### src/rtl/bram_port_arbiter.sv
// Round-robin arbiter sharing one block-RAM port between the instruction-fetch
// requester (I) and the load/store requester (D). The grant is combinational.
// The RAM's one-cycle read data is steered back to the winner with a
// registered valid pulse.
module bram_port_arbiter #(
    parameter int DATA = 8,
    parameter int ADDR = 16
) (
    input  logic            clk,
    input  logic            rst,
    // instruction-fetch requester
    input  logic            i_req,
    input  logic [ADDR-1:0] i_addr,
    output logic            i_gnt,
    output logic            i_rvalid,
    output logic [DATA-1:0] i_rdata,
    // load/store requester
    input  logic            d_req,
    input  logic            d_wr,
    input  logic [ADDR-1:0] d_addr,
    input  logic [DATA-1:0] d_din,
    output logic            d_gnt,
    output logic            d_rvalid,
    output logic [DATA-1:0] d_rdata,
    // RAM port
    output logic            m_wr,
    output logic [ADDR-1:0] m_addr,
    output logic [DATA-1:0] m_din,
    input  logic [DATA-1:0] m_dout
);

    // Which requester owns the response that the RAM returns next cycle.
    typedef enum logic [1:0] {
        OWN_NONE = 2'd0,
        OWN_I    = 2'd1,
        OWN_D    = 2'd2
    } own_t;

    own_t            r_own;
    own_t            w_own_next;
    logic            r_prio;        // 0: I favoured on a tie, 1: D favoured
    logic            w_prio_next;
    logic [ADDR-1:0] r_addr_hold;   // last address driven, reused while idle
    logic [DATA-1:0] r_din_hold;    // last write data driven, reused while idle
    logic            w_i_gnt;
    logic            w_d_gnt;

    // Grant selection: a lone requester wins; a tie goes to the favoured side.
    // Nothing is granted while reset is asserted.
    always_comb begin
        w_i_gnt = 1'b0;
        w_d_gnt = 1'b0;
        if (!rst) begin
            w_i_gnt = i_req && (!d_req || !r_prio);
            w_d_gnt = d_req && (!i_req ||  r_prio);
        end
    end

    // Next priority and owner: favour the loser of this cycle; tag the response.
    always_comb begin
        w_prio_next = r_prio;
        w_own_next  = OWN_NONE;
        if (w_i_gnt) begin
            w_prio_next = 1'b1;
            w_own_next  = OWN_I;
        end else if (w_d_gnt) begin
            w_prio_next = 1'b0;
            w_own_next  = OWN_D;
        end
    end

    // State registers: priority pointer, response owner, idle hold values.
    always_ff @(posedge clk) begin
        if (rst) begin
            r_prio      <= 1'b0;
            r_own       <= OWN_NONE;
            r_addr_hold <= '0;
            r_din_hold  <= '0;
        end else begin
            r_prio      <= w_prio_next;
            r_own       <= w_own_next;
            r_addr_hold <= m_addr;
            r_din_hold  <= m_din;
        end
    end

    // RAM port drive: the winner's address and data; write only for a D store.
    always_comb begin
        m_addr = r_addr_hold;
        m_din  = r_din_hold;
        m_wr   = 1'b0;
        if (w_i_gnt) begin
            m_addr = i_addr;
        end else if (w_d_gnt) begin
            m_addr = d_addr;
            m_din  = d_din;
            m_wr   = d_wr;
        end
    end

    assign i_gnt    = w_i_gnt;
    assign d_gnt    = w_d_gnt;
    assign i_rvalid = (r_own == OWN_I);
    assign d_rvalid = (r_own == OWN_D);
    // Read data is shared; it is meaningful only alongside the matching rvalid.
    assign i_rdata  = m_dout;
    assign d_rdata  = m_dout;

endmodule

### config.mk
export PLATFORM = sky130hd
export DESIGN_NAME = bram_port_arbiter
export DESIGN_NICKNAME = d
export VERILOG_FILES = /design/src/rtl/bram_port_arbiter.sv
export SDC_FILE = /design/constraint.sdc
export NUM_CORES = 1
export LEC_CHECK = 0
export ABC_AREA = 1
export CAP_MARGIN = 10
export CORE_ASPECT_RATIO = 1.5
export CORE_MARGIN = 3
export CORE_UTILIZATION = 31
export CTS_BUF_LIST = sky130_fd_sc_hd__clkbuf_16
export CTS_CLUSTER_SIZE = 14
export DETAILED_ROUTE_END_ITERATION = 7
export HOLD_SLACK_MARGIN = 0.12
export PLACE_DENSITY_LB_ADDON = 0.2
export SYNTH_ARGS = -nofsm -noshare
export SYNTH_HDL_FRONTEND = slang
export SYNTH_SLANG_ARGS = --single-unit
### constraint.sdc
create_clock -name clk -period 1.4 [get_ports clk]
set_input_delay 0.14 -clock clk [delete_from_list [all_inputs] [get_ports clk]]
set_output_delay 0.14 -clock clk [all_outputs]
set_load 0.05 [all_outputs]
* Yosys cells after proc, flatten, opt, wreduce, memory -nomap -nowiden *
Index checks and enable logic that the tools add are counted.

operators by class
  reductions and logical operators = 9
  muxes and demuxes = 12
  equal/unequal tests = 2

operator list
  cell                number
  $mux 16             2
  $mux 8              2
  $mux 1              7
  $logic_not 1->1     3
  $eq 2x1->1 const B  1
  $eq 2x2->1 const B  1
  $logic_and 1x1->1   2
  $logic_or 1x1->1    2
  $mux 2              1
  $reduce_bool 2->1   1
  $reduce_or 2->1     1

storage, ports and cells
  register bits after elaboration = 27

* Longest topological paths before layout *
  depth after elaboration = 6
  gate-level depth with buffers = 8
  gate-level depth less buffers = 6

* Worst setup path after synthesis *
Ideal clock, no wire load.

  path type = reg-to-output
  from = register r_prio
  to = output port m_wr
  path slack = -177 ps
  cell stages (with the launch flop) = 6
  data required time = 1260 ps
  data arrival time = 1437 ps
  cells stage by stage = dfxtp_1 inv_1 nand2_2 nand2_4 buf_6 nor2_1

on the way
  longest elaborated chain between the ends = 5
  elaborated cells between the ends (all ways) = 9
  those cells by class = mux (4); reduce/logical (5)

ends and longest elaborated chain
  item                                                   line    text
  start, declared                                        41      logic r_prio;
  start signal, assigned                                 80      r_prio <= w_prio_next;
  $logic_or 1x1->1 or $logic_not 1->1 (tied branches)    55, 54
  $logic_and 1x1->1 or $logic_or 1x1->1 (tied branches)  55, 54
  $mux 1 or $logic_and 1x1->1 (tied branches)            53, 54
  $mux 1 (on tied branches)                              94, 53
  $mux 1 (*)                                             92      if (w_i_gnt) begin
  end, declared                                          26      output logic m_wr,

Mark *: on every way between the ends. The rest lies on a longest branch, timed or not.

* Final worst setup path *
  from = register r_prio
  to = output port m_din[5]

on the way
  longest elaborated chain between the ends = 5
  elaborated cells between the ends (all ways) = 9
  those cells by class = mux (4); reduce/logical (5)

ends and longest elaborated chain
  item                                                   line    text
  $logic_or 1x1->1 or $logic_not 1->1 (tied branches)    55, 54
  $logic_and 1x1->1 or $logic_or 1x1->1 (tied branches)  55, 54
  $mux 1 or $logic_and 1x1->1 (tied branches)            53, 54
  $mux 8 or $mux 1 (tied branches)                       94, 53
  $mux 8 (*)                                             92
  end, declared                                          28      output logic [DATA-1:0] m_din,

Marks and branches as above.

==> impl_metrics.ini <==
[setup_path]
cp_max_fo = 5
slowest_delay_ps = 340
cp.depth = 7
crit_type = reg -> out
ff2ff_setup_slack_ps = 60
timing.rr.start = r_prio$_SDFFE_PP0P_
critPathArrivalTime_ps = 1380
critPathCaptureType = primary output
r2r-end = r_addr_hold[5]$_SDFF_PP0_
crit_end = m_din[5]
worst_setup_path_start_kind = register
cpMaxStageDelayCell = dfxtp_2
setup.worst_path.start = r_prio$_SDFFE_PP0P_
required_ps = 1260
cp_top_family = buffers and inverters
path_cells = inv_2 -> nand2_4 -> buf_12 -> nand2_8 -> o21ai_4 -> inv_2 -> buf_12
path_buf_inv = 4
r2r_cells = 10

[timing]
slew_headroom = 0.852
setup_tns_ps = -2140
tightest_slew_ps = 221
fin_crit_ps = 1520
max_freq_mhz = 657
fin_worst_skew_ps = 5.06
setup_viol = 27
layout_setup_ws_ps = -122
hold_ws_ps = 280
rsz0062_at_grt = yes
hold_viol = 0
finalMaxSlewViolations = 0
layout_worst_path_cycle_share = 1.09

[floorplan]
die_y_um = 92.7
die_x_um = 63.8
die-area_um2 = 5910
row_count = 30
ios = 98
initial_core_util = 0.331
core_um2 = 4690

[synthesis]
ys_types = 21
ys_seq_area_frac = 0.348
synth_warnings = 0
async_flop_share = 0
synthCells = 212
synth_ff_type = dfxtp_1
ys_ff_latch = 27
synth_edf_count = 0
synth_area_um2 = 1550
postSynthAreaPerCell_um2 = 7.32
syn-num-nets = 265
synth_top_area_cell = dfxtp_1
yosysTopAreaCellShare = 0.348
ys_top_cells_by_area = dfxtp_1, nand3_1, inv_1

[clock_tree]
htreeDepth = 1
cts_tree = built
cts-root-buf = clkbuf_16
clock_sinks = 27
cts.clk_slew.worst_paths_ps = 70
hold_buffers = 0
clock_path_buffers = 2
clkLatencyLatePin_ps = 260
numCtsBuffers = 3

[pwr]
p_int_mw = 1.89
clkPwrFrac = 0.231
comb_power_share = 0.479
sw_frac_of_total = 0.341
switching_power_uw = 978
cellPowerDensity_nw_per_um2 = 833
leakagePower_nw = 1.63
power.total_mw = 2.87
vdd_ir_drop_max_v = 0.000567
pwr-share-seq = 0.290

[min_path]
hp-start = m_dout[0]
hp-class = in -> out

[route]
drt_pass1_iterations = 4
wl_per_cell_um = 14.3
vias = 1740
ant_nets = 0
avgViaCountPerCell = 4.64
drc = 0
drt-initial-drc-count = 77
wirelength_um = 5360

[run]
maxCapViolations = 0

[global_routing]
grt_usage = 0.174
grt_antenna_before_repair = 0
grt.overflow.total = 0
grt_max_degree = 21
first_global_vias = 1759
grt_pass1_wl_um = 8180

[outcome]
outcome = finished with violations
violations = setup timing

[final_layout]
diodes = 0
post-route-util = 0.734
syn_to_final_growth_pct = 122
layout-drive-gt1-share = 0.479
fill_cells = 318
final_cells = 375
nNetsFinal = 365

[place]
place_congestion = 0.717
dp_hpwl_um = 3180
placed_cells = 348
port_buffers = 73
[how the worst min path moves through the flow]
stage | slack, ps | end | cells after the start
final | 280 | i_rdata[0] | 0
after global routing | 280 | i_rdata[0] | 0
after CTS | 280 | d_rdata[4] | 0
after detailed placement | 280 | d_rdata[4] | 0
after global placement | 280 | d_rdata[4] | 0
after floorplan | 230 | r_own[0]$_SDFF_PP0_ | 1
[kinds of logic (layout without fill, tap and decap cells)]
group	Yosys count	count (layout)	synth area share
AOI/OAI and AO/OA	11	11	0.0354
buffers and inverters	68	164	0.237
DFF	27	27	0.348
and+or+nand+nor	106	109	0.380
[metrics by stage]
step,cell area [um2],setup slack (ps)
4_1_cts,3210,-104
3_3_place_gp,2660,-223
5_1_grt,3440,-182
6_report,3440,-122
3_5_place_dp,2660,-285
2_1_floorplan,1560,39.2
[power by group through the flow]
stage,Clock [mW],Sequential [mW],Combinational [mW]
floorplan,0,0.845,0.624
detailed placement,0,0.849,1.08
global placement,0,0.847,1.08
global route,0.696,0.835,1.44
CTS,0.673,0.832,1.28
finish,0.662,0.832,1.37
[metal layers]
metal  up-vias  GRT usage  part of all wire
met1       812      0.192              0.37
li1        875          -                 -
met2        47      0.321              0.57
met4         0     0.0631             0.015
met3         6     0.0340             0.049
met5         -          0                 0
[cells in the final DEF, fill, tap and decap left out, drive strengths merged]
cell type / instances
a21oi: 3
buf: 75
clkbuf: 5
clkdlybuf4s50: 41
clkinv: 1
dfxtp: 27
dlygate4sd2: 2
inv: 40
nand2: 33
nand3: 48
nand4: 16
nor2: 12
o21ai: 8
[Yosys cell counts (3+ instances only)]
cell type and n:
nand2_4 3, nand4_1 16, inv_1 38, nand3_2 10, nand2_1 26, a21oi_1 3
dfxtp_1 27, buf_6 3, nand3_1 38, nor2_1 11, o21ai_1 7, buf_2 5
buf_4 17
[cell type report]
type | count | area (um2) | share of cell area
Sequential cell | 27 | 542 | 0.157
Timing Repair Buffer | 120 | 1520 | 0.442
Inverter | 40 | 155 | 0.0450
Clock inverter | 1 | 5.00 | 0.00145
Multi-Input combinational cell | 120 | 1060 | 0.309
Clock buffer | 3 | 75.1 | 0.0218
Tap cell | 64 | 80.1 | 0.0232
[registers in the layout, indices dropped and copies added (netlist names)]
signal,count
r_addr_hold,16
r_din_hold,8
r_own,2
r_prio,1
[timing repair]
action / 4_1_cts / 5_1_grt
gates resized for setup: 64 / 36
pin swaps: 16 / 12
setup endpoints to repair: 27 / 29
gates cloned: 5 / 1
setup buffers: 14 / 4
(Power assumes the default switching activity.)
